--- src/rtl/bcd_conv_arbiter.sv ---
// bcd_conv_arbiter: round-robin arbiter that shares one iterative shift/add-3
// binary-to-BCD converter among N_REQ 8-bit requesters.
// Optional seven-segment outputs are enabled with `define BCD_ARB_SEG_EN.
module bcd_conv_arbiter #(
    parameter int unsigned N_REQ = 4,
    parameter int unsigned ID_W  = $clog2(N_REQ)
) (
    input  logic               clk,
    input  logic               rst_n,
    input  logic [N_REQ-1:0]   req,
    input  logic [N_REQ*8-1:0] req_data,
    output logic [N_REQ-1:0]   grant,
    output logic               busy,
    output logic               out_valid,
    output logic [ID_W-1:0]    out_id,
    output logic [3:0]         bcd_100,
    output logic [3:0]         bcd_10,
    output logic [3:0]         bcd_1
`ifdef BCD_ARB_SEG_EN
    ,
    output logic [6:0]         seg_100,
    output logic [6:0]         seg_10,
    output logic [6:0]         seg_1
`endif
);

    typedef enum logic [1:0] {IDLE, CONV, DONE} state_t;

    state_t           state;
    logic [19:0]      shreg;
    logic [19:0]      shreg_next;
    logic [2:0]       iter;
    logic [ID_W-1:0]  last_id;
    logic [ID_W-1:0]  cur_id;
    logic [ID_W-1:0]  sel;
    logic             found;
    logic [7:0]       sel_data;

    // One double-dabble iteration: condition each BCD nibble, then shift left.
    function automatic logic [19:0] dabble(input logic [19:0] s);
        logic [19:0] t;
        t = s;
        if (t[11:8]  > 4'd4) t[11:8]  = t[11:8]  + 4'd3;
        if (t[15:12] > 4'd4) t[15:12] = t[15:12] + 4'd3;
        if (t[19:16] > 4'd4) t[19:16] = t[19:16] + 4'd3;
        return {t[18:0], 1'b0};
    endfunction

`ifdef BCD_ARB_SEG_EN
    // abcdefg segment code, segment a in the MSB, active high.
    function automatic logic [6:0] seg7(input logic [3:0] d);
        case (d)
            4'd0:    return 7'b1111110;
            4'd1:    return 7'b0110000;
            4'd2:    return 7'b1101101;
            4'd3:    return 7'b1111001;
            4'd4:    return 7'b0110011;
            4'd5:    return 7'b1011011;
            4'd6:    return 7'b1011111;
            4'd7:    return 7'b1110000;
            4'd8:    return 7'b1111111;
            4'd9:    return 7'b1111011;
            default: return 7'b0000000;
        endcase
    endfunction
`endif

    // Next shift-register value for the current conversion step.
    always_comb begin
        shreg_next = dabble(shreg);
    end

    // Round-robin pick: first active request after last_id, wrapping.
    // Scanning the offsets from the far end lets the nearest one win last.
    always_comb begin
        int unsigned idx;
        idx      = 0;
        sel      = '0;
        found    = 1'b0;
        sel_data = '0;
        for (int unsigned k = N_REQ; k >= 1; k--) begin
            idx = (32'(last_id) + k) % N_REQ;
            if (req[ID_W'(idx)]) begin
                sel      = ID_W'(idx);
                found    = 1'b1;
                sel_data = 8'(req_data >> (8 * idx));
            end
        end
    end

    // Sequencer FSM with registered outputs.
    always_ff @(posedge clk or negedge rst_n) begin
        if (!rst_n) begin
            state     <= IDLE;
            shreg     <= '0;
            iter      <= '0;
            last_id   <= ID_W'(N_REQ - 1);
            cur_id    <= '0;
            grant     <= '0;
            busy      <= 1'b0;
            out_valid <= 1'b0;
            out_id    <= '0;
            bcd_100   <= '0;
            bcd_10    <= '0;
            bcd_1     <= '0;
`ifdef BCD_ARB_SEG_EN
            seg_100   <= '0;
            seg_10    <= '0;
            seg_1     <= '0;
`endif
        end else begin
            grant     <= '0;
            out_valid <= 1'b0;
            case (state)
                IDLE: begin
                    if (found) begin
                        shreg   <= {12'b0, sel_data};
                        last_id <= sel;
                        cur_id  <= sel;
                        iter    <= '0;
                        grant   <= N_REQ'(1) << sel;
                        busy    <= 1'b1;
                        state   <= CONV;
                    end
                end
                CONV: begin
                    shreg <= shreg_next;
                    iter  <= iter + 3'd1;
                    if (iter == 3'd7) begin
                        bcd_100   <= shreg_next[19:16];
                        bcd_10    <= shreg_next[15:12];
                        bcd_1     <= shreg_next[11:8];
`ifdef BCD_ARB_SEG_EN
                        seg_100   <= seg7(shreg_next[19:16]);
                        seg_10    <= seg7(shreg_next[15:12]);
                        seg_1     <= seg7(shreg_next[11:8]);
`endif
                        out_id    <= cur_id;
                        out_valid <= 1'b1;
                        state     <= DONE;
                    end
                end
                DONE: begin
                    busy  <= 1'b0;
                    state <= IDLE;
                end
                default: begin
                    busy  <= 1'b0;
                    state <= IDLE;
                end
            endcase
        end
    end

endmodule
--- config.mk ---
export PLATFORM = sky130hd
export DESIGN_NAME = bcd_conv_arbiter
export DESIGN_NICKNAME = d
export VERILOG_FILES = /design/src/rtl/bcd_conv_arbiter.sv
export SDC_FILE = /design/constraint.sdc
export NUM_CORES = 1
export LEC_CHECK = 0
export ABC_AREA = 1
export CAP_MARGIN = 20
export CORE_MARGIN = 4
export CORE_UTILIZATION = 40
export DETAILED_ROUTE_END_ITERATION = 6
export GPL_TIMING_DRIVEN = 0
export SLEW_MARGIN = 20
export SYNTH_ARGS = -nofsm -noshare
export SYNTH_HDL_FRONTEND = slang
export SYNTH_SLANG_ARGS = --single-unit
--- constraint.sdc ---
create_clock -name clk -period 2.4 [get_ports clk]
set_clock_uncertainty 0.2 [all_clocks]
set_input_delay 0.72 -clock clk [delete_from_list [all_inputs] [get_ports clk]]
set_output_delay 0.72 -clock clk [all_outputs]
set_load 0.1 [all_outputs]
==> results.txt, run 1 <==
The run finished with clean final reports. The number of global-route vias before repair was 3172. In this run, the number of DRC markers left after iteration 0 of detailed routing was 144. Counting flops with an async set or reset pin after synthesis yields a share of 100%. The number of clock buffers added by TritonCTS is 5. The final setup violation count is 0. The routed layout has 3364 vias. The clock sink total is 49, and the placeable core region is 0.00822 mm^2.

For this run, design rule violations remaining after detail routing come to 0. The quantity of hold-fixing buffers added after cts is 0, and the synthesized netlist net count is 540. The insertion delay of the later-clocked pin in the worst-skew pair was 290 ps.

0 antenna diodes ended up in the layout. Global routing consumed, over all layers together, 17.6% of the routing resources. The cell area that synthesis handed to floorplanning was 0.00338 mm^2. The die is 99.9 um wide. Leading area contributor after synthesis: sky130_fd_sc_hd__dfrtp_1. From synthesis to final layout, the design area changed by 24.2%. The tool flagged a number of max-cap violations equal to 0.

For the pin with the worst max-slew slack, the measured transition is 673 ps. The tools report the worst-case headroom to the max-slew limit as 55.2%. After legalization and detailed placement, the total HPWL measured 6670 um. The row count was 33; the wire length per cell was 12.6 um.

The tools report the final number of hold-violating endpoints as 0. At the worst endpoint, the required time is 2350 ps. Summing the sequential cell areas from Yosys gives 36.4% of the chip area. Cell with the most instances after synthesis: sky130_fd_sc_hd__nand2_1. The first global-routing pass estimated 14500 um of wire.

Biggest fanout along the worst timing path: 10. The tools report the number of standard cells after synthesis as 495. The I/O pin count was 58; the worst-case reg-to-reg path depth was 11.

Measured along the y axis, the die boundary spans 99.9 um. The register bit total from synthesis was 49; the remaining number of nets flagged by the antenna check after routing was 0. In this run the worst setup path terminates at shreg[10].

Yosys mapped the design onto 29 distinct sky130hd cell types. The cell sitting at the root of the clock tree is a sky130_fd_sc_hd__clkbuf_8. Using the TritonRoute via totals, the vias-per-cell ratio works out to 5.04. The congestion estimate from routability-driven global placement came to 0.884.

Number of search-and-repair iterations in the first detailed-routing pass: 7. By area the synthesized netlist is led by sky130_fd_sc_hd__dfrtp_1, sky130_fd_sc_hd__nand2_1, sky130_fd_sc_hd__o21ai_0. After clock tree synthesis, the clock-pin slew on the worst setup and hold paths is 90 ps. Timing would allow up to 0.437 GHz. The share of synthesized area in the top cell type comes to 34.8%. Overall die area: 0.00998 mm^2.

In this run the worst setup path begins at req[2]. In this run, synthesis inferred 0 flip-flops with an integrated enable. The endpoint identified for the worst register-to-register timing path is shreg[10]. No sink is reached through more buffers than the 2 on the longest clock path.

In this run the tool buffered the top-level ports with 57 buffer cells. TritonCTS built the clock tree. Among all flip-flop cells after synthesis, the most frequent one is sky130_fd_sc_hd__dfrtp_1. Cells fill 51.0% of the core in the end. By startpoint and endpoint, the worst setup path is classified as input port to flop.

Entering global routing, the biggest net connects 33 pins. The logs give 2240 ps for the arrival time of the worst setup path and 0 for the aggregate global routing overflow. The filler cells instantiated in the layout total 844. Of the available clock period, the critical path in the final layout requires 95.2%. The startpoint identified for the worst register-to-register timing path is last_id[1]. The synthesized area per cell was 6.82 um^2; the final count of pins violating max slew was 0. In this run the worst hold path is classified as input port to async pin.

The CTS H-tree depth was 2. The starting utilization of the core area was 41.1%. The tools report the initial antenna violation count as 0.

Type of element capturing the critical path: a flop. Register-to-register setup slack: 230 ps. Setup repair after global routing left no endpoint under its margin. STA classifies the critical path startpoint as an input port. The shortest clock period the worst path allows after layout is 2290 ps, and the count of nets after finishing is 606.

By count the netlist is led by sky130_fd_sc_hd__nand2_1, sky130_fd_sc_hd__o21ai_0, sky130_fd_sc_hd__dfrtp_1. The Yosys step of the flow raised 0 warnings. The fraction of final layout cells with drive strength greater than 1 is 13.7%, and the total routed wirelength is 8430 um.
[cell type report]
cell class                 count  area [um^2]  share of cell area [%]
sequential                    49         1230                    29.3
inverter                      40          150                    3.58
timing repair buffer          59          568                    13.5
multi-input combinational    381         1880                    44.8
clock buffer                   8         90.1                    2.15
buffer                        25          148                    3.52
tap                          105          131                    3.13
[what timing repair did]
action | 4_1_cts | 5_1_grt
resized for setup | 48 | 19
buffers inserted | 0 | 1
pin swaps | 0 | 1
setup endpoints to repair | 20 | 29
[logic make-up after synthesis]
| family | after synthesis | share of synthesized area [%] |
|---|---|---|
| buffers and inverters | 65 | 8.52 |
| AOI/OAI and AO/OA | 96 | 17.0 |
| xor gates and xnor gates | 4 | 1.04 |
| muxes | 1 | 0.296 |
| adders and majority gates | 7 | 2.59 |
| and+or+nand+nor | 273 | 34.2 |
| DFF | 49 | 36.4 |
[metrics by stage]
stage               cell area (um^2)  worst slack [ps]  hold slack (ps)  TNS (ps)  std cells
floorplan                       3380               477              224         0        495
global placement                4080              -992              264    -52060        657
detailed placement              4090              -219              274     -4750        658
CTS                             4190             0.749              151         0        666
global route                    4190              6.26              157         0        667
finish                          4190               114              145         0        667
[state kept, by name (all words and copies together) (netlist names), 3 cells and up]
register  count
grant         4
iter          3
shreg        20
bcd_100       4
bcd_10        4
bcd_1         4
[cell usage in the layout (no fill, tap or decap), types with 2 or more instances in the layout]
cell type,n
sky130_fd_sc_hd__o21ai_0,61
sky130_fd_sc_hd__a21oi_1,16
sky130_fd_sc_hd__clkbuf_8,6
sky130_fd_sc_hd__buf_8,2
sky130_fd_sc_hd__clkbuf_1,14
sky130_fd_sc_hd__o31ai_1,2
sky130_fd_sc_hd__o22ai_1,2
sky130_fd_sc_hd__dfstp_2,2
sky130_fd_sc_hd__clkdlybuf4s15_2,12
sky130_fd_sc_hd__nand2_1,193
sky130_fd_sc_hd__ha_1,7
sky130_fd_sc_hd__or2_2,3
sky130_fd_sc_hd__inv_2,2
sky130_fd_sc_hd__dfrtp_1,47
sky130_fd_sc_hd__buf_4,3
sky130_fd_sc_hd__nand2_4,5
sky130_fd_sc_hd__buf_6,2
sky130_fd_sc_hd__clkdlybuf4s50_1,36
sky130_fd_sc_hd__nand2_2,10
sky130_fd_sc_hd__clkbuf_2,8
sky130_fd_sc_hd__nor2_1,26
sky130_fd_sc_hd__buf_2,5
sky130_fd_sc_hd__o22ai_2,10
sky130_fd_sc_hd__nand3_2,2
sky130_fd_sc_hd__o21ai_1,2
sky130_fd_sc_hd__xor2_1,4
sky130_fd_sc_hd__inv_1,37
sky130_fd_sc_hd__buf_1,2
sky130_fd_sc_hd__nand3_1,33
[worst min path at each step]
stage,from,to,slack [ps],cells past startpoint
floorplan,rst_n,bcd_100[0],220,0
global placement,out_id[0],out_id[0],260,2
detailed placement,bcd_10[2],bcd_10[2],270,2
CTS,rst_n,bcd_100[1],150,1
global route,rst_n,bcd_100[1],160,1
finish,rst_n,bcd_100[1],150,1
[worst max-delay path, stage by stage]
cell and delay [ps]:
sky130_fd_sc_hd__clkdlybuf4s50_1 480, sky130_fd_sc_hd__inv_1 40, sky130_fd_sc_hd__nand2_1 100, sky130_fd_sc_hd__nand3_1 140, sky130_fd_sc_hd__nand2_4 140, sky130_fd_sc_hd__nor2_1 70
sky130_fd_sc_hd__nand2_2 90, sky130_fd_sc_hd__nand2_4 90, sky130_fd_sc_hd__nand2_4 110, sky130_fd_sc_hd__buf_8 170, sky130_fd_sc_hd__o22ai_2 80
[layer usage]
metal  vias up  global-route usage, %  part of all wire, %
met5         -                      0                    0
met4         0                   3.78                  1.2
met3         8                   2.43                  4.0
met2        62                   29.3                   47
met1      1579                   24.5                   48
li1       1715                      -                    -
Power of run 1 is not shown: default switching activity piles up to over one toggle a cycle in this logic, so the estimate is an artifact.
==> inputs of run 2 (changes only) <==
Settings changed: GPL_ROUTABILITY_DRIVEN set to 0, MAX_ROUTING_LAYER set to met4, PLACE_DENSITY set to 0.66.
Clock period 2.4 ns to 1.9 ns, I/O delays scaled along.
==> run 2 against run 1 <==
Net effect:
- register-to-register slack got worse by 430 ps
- first-iteration DRC count rose by 24%
- design area grew 14%
- via count rose by 5.8%
- die area stayed put
- sequential share of layout area down 3.5 points
- non-clock buffer count rose by 29
- sequential cell count unchanged
- global-route usage grew 1.5 points
- core utilization grew 7.0 points
- cell count grew 4.3%
- the run now ends with negative setup slack left
==> results.txt, run 2 (synthesis results as in run 1) <==
The biggest fanout along the worst timing path was 6 (-4); the placeable core region was 0.00822 mm^2 (unchanged). The slew at the pin closest to its max-slew limit is 652 ps (-20.5 ps), and the fraction of the cycle the final worst path needs is 110%. Die outline width: 99.9 um (unchanged). The final count of pins violating max slew was 0 (unchanged).

Highest clock rate: 0.477 GHz. The total routed wirelength came out at 9470 um (+12%). The largest register by flop count is shreg. The worst-case headroom to the max-slew limit is 56.5% (+1.4 points), and the total vias in the final route is 3559 (+5.8%). The number of search-and-repair iterations in the first detailed-routing pass was 6 (-1); the flip-flop count of the largest register after layout was 20 (unchanged). The clock transition at the register clock pins on the worst setup and hold paths after CTS was 80 ps (about the same); the reported max-cap violation count was 0 (unchanged). TritonCTS built the clock tree. Setup repair after global routing could not meet its margin everywhere. The number of global-route vias before repair is 3431 (+8.2%).

Final number of hold-violating endpoints: 0 (unchanged). The kind of launch point of the worst setup path is a flop. The run gives 58 (unchanged) as the I/O pin count.

The all-layer global routing usage is 19.1% (+1.5 points). The run gives 2070 ps (-170 ps) as the arrival time of the worst setup path. For the number of cells after detailed placement, the log shows 658 (unchanged).

Leaving out fill and tap cells, the most frequent cells in the layout are sky130_fd_sc_hd__nand2_1, sky130_fd_sc_hd__dfrtp_1, sky130_fd_sc_hd__o21ai_0. The clock sink total came out at 49 (unchanged). The flow ran to the end, but the final reports show violations. The worst setup path is captured at a flop. The count of nets after finishing was 635 (+4.8%); the non-filler instance count after layout was 696 (+4.3%).

The clock buffer count from CTS was 5 (unchanged); the number of antenna repair diodes was 0 (unchanged). Number of remaining DRC errors: 0 (unchanged). The remaining number of nets flagged by the antenna check after routing was 0 (unchanged). The library cell used most frequently in the layout, excluding fill and tap cells, is sky130_fd_sc_hd__nand2_1.

The wire length per cell works out to 13.6 um (+7.6%). The aggregate global routing overflow was 0 (unchanged); the row count was 33 (unchanged). The required time at the endpoint of the critical path was 1880 ps (-470 ps).

The overall die area was 0.00998 mm^2 (unchanged). For the final setup violation count, the log shows 32 (+32). Chip height: 99.9 um (unchanged).

The final reports fail on negative setup slack. The initial antenna violation count was 0 (unchanged); the maximum count of clock buffers along a single path was 2 (unchanged). The shortest clock period the worst path allows after layout was 2100 ps; the global-route wire length before repair was 15400 um (+6.8%). The average vias per placed instance was 5.11 (+1.4%). The run gives 6490 um (-2.7%) as the half-perimeter wire length of the detailed placement result. The run gives 2 (unchanged) as the CTS H-tree depth. From synthesis to final layout, the design area changed by 41.2%. The class of the tightest hold or removal check was flop to flop. The CTS root buffer is sky130_fd_sc_hd__clkbuf_8. The tools report the final worst setup slack as -196 ps (-310 ps).

For the starting utilization of the core area, the log shows 41.1% (unchanged). The tools report the first-iteration detailed-routing DRC count as 178 (+24%). The worst setup path is of the flop to flop kind. The number of I/O port buffers works out to 57 (unchanged). The insertion delay of the later-clocked pin in the worst-skew pair was 290 ps (about the same); the largest net degree at the start of global routing was 33 (unchanged). The fraction of final layout cells with drive strength greater than 1 was 27.4% (+14 points).
==> run 2: per-stage QoR <==
step,instance area [um^2],setup WS (ps),hold WS [ps],util [%],setup TNS [ps]
after floorplan,3380,7.14,74.4,-,0
after global placement,4080,-1290,263,49.7,-84320
after detailed placement,4100,-549,269,49.9,-22880
after CTS,4450,-155,287,54.2,-3060
after global routing,4770,-274,315,58.0,-6760
final,4770,-196,284,58.0,-4300
==> run 2: path summary, 6_finish.rpt <==
kind	startpoint	to	slack, ps	cells after the start
setup / recovery	last_id[0]	shreg[1]	-200	14
min in group asynchronous	rst_n	shreg[19]	530	2
setup reg to reg	last_id[0]	shreg[1]	-200	14
max in group asynchronous	rst_n	shreg[9]	470	3
hold / removal	out_id[0]	out_id[0]	280	2
hold reg to reg	out_id[0]	out_id[0]	280	2
==> run 2: area by class of cell <==
| class | instances | area [um^2] |
|---|---|---|
| clock buffer | 7 | 96.3 |
| timing repair buffer | 89 | 800 |
| tap | 105 | 131 |
| multi-input combinational | 381 | 2140 |
| sequential | 49 | 1230 |
| buffer | 24 | 199 |
| fill | 754 | 3450 |
| clock inverter | 1 | 5.00 |
| inverter | 40 | 163 |
==> run 2: what timing repair did <==
item,in CTS,in global routing
endpoints found under the hold margin,15,0
cloned,3,1
resized for setup,163,84
pin swaps,25,22
hold buffers,1,0
setup endpoints to repair,63,51
buffers inserted,17,9
==> run 2: worst max-delay path, cell delays in order, from the launching register on <==
cell and delay (ps):
sky130_fd_sc_hd__dfstp_2 620, sky130_fd_sc_hd__inv_4 70, sky130_fd_sc_hd__buf_8 140, sky130_fd_sc_hd__nand2_4 60
sky130_fd_sc_hd__nand2_4 70, sky130_fd_sc_hd__nand2_4 90, sky130_fd_sc_hd__nand2_4 90, sky130_fd_sc_hd__nor2_8 110
sky130_fd_sc_hd__nand2_4 70, sky130_fd_sc_hd__nand2_8 80, sky130_fd_sc_hd__buf_6 110, sky130_fd_sc_hd__buf_6 90
sky130_fd_sc_hd__nor2_2 30, sky130_fd_sc_hd__nand2_1 50, sky130_fd_sc_hd__nand3_1 80
==> run 2: per-layer routing <==
layer,GRT usage [%],vias to the layer above,wire length [um]
met4,3.99,0,137
li1,-,1780,-
met5,-,-,0
met1,24.5,1697,4150
met2,31.8,69,4810
met3,3.34,13,367
Power of run 2 is left out for the same reason.
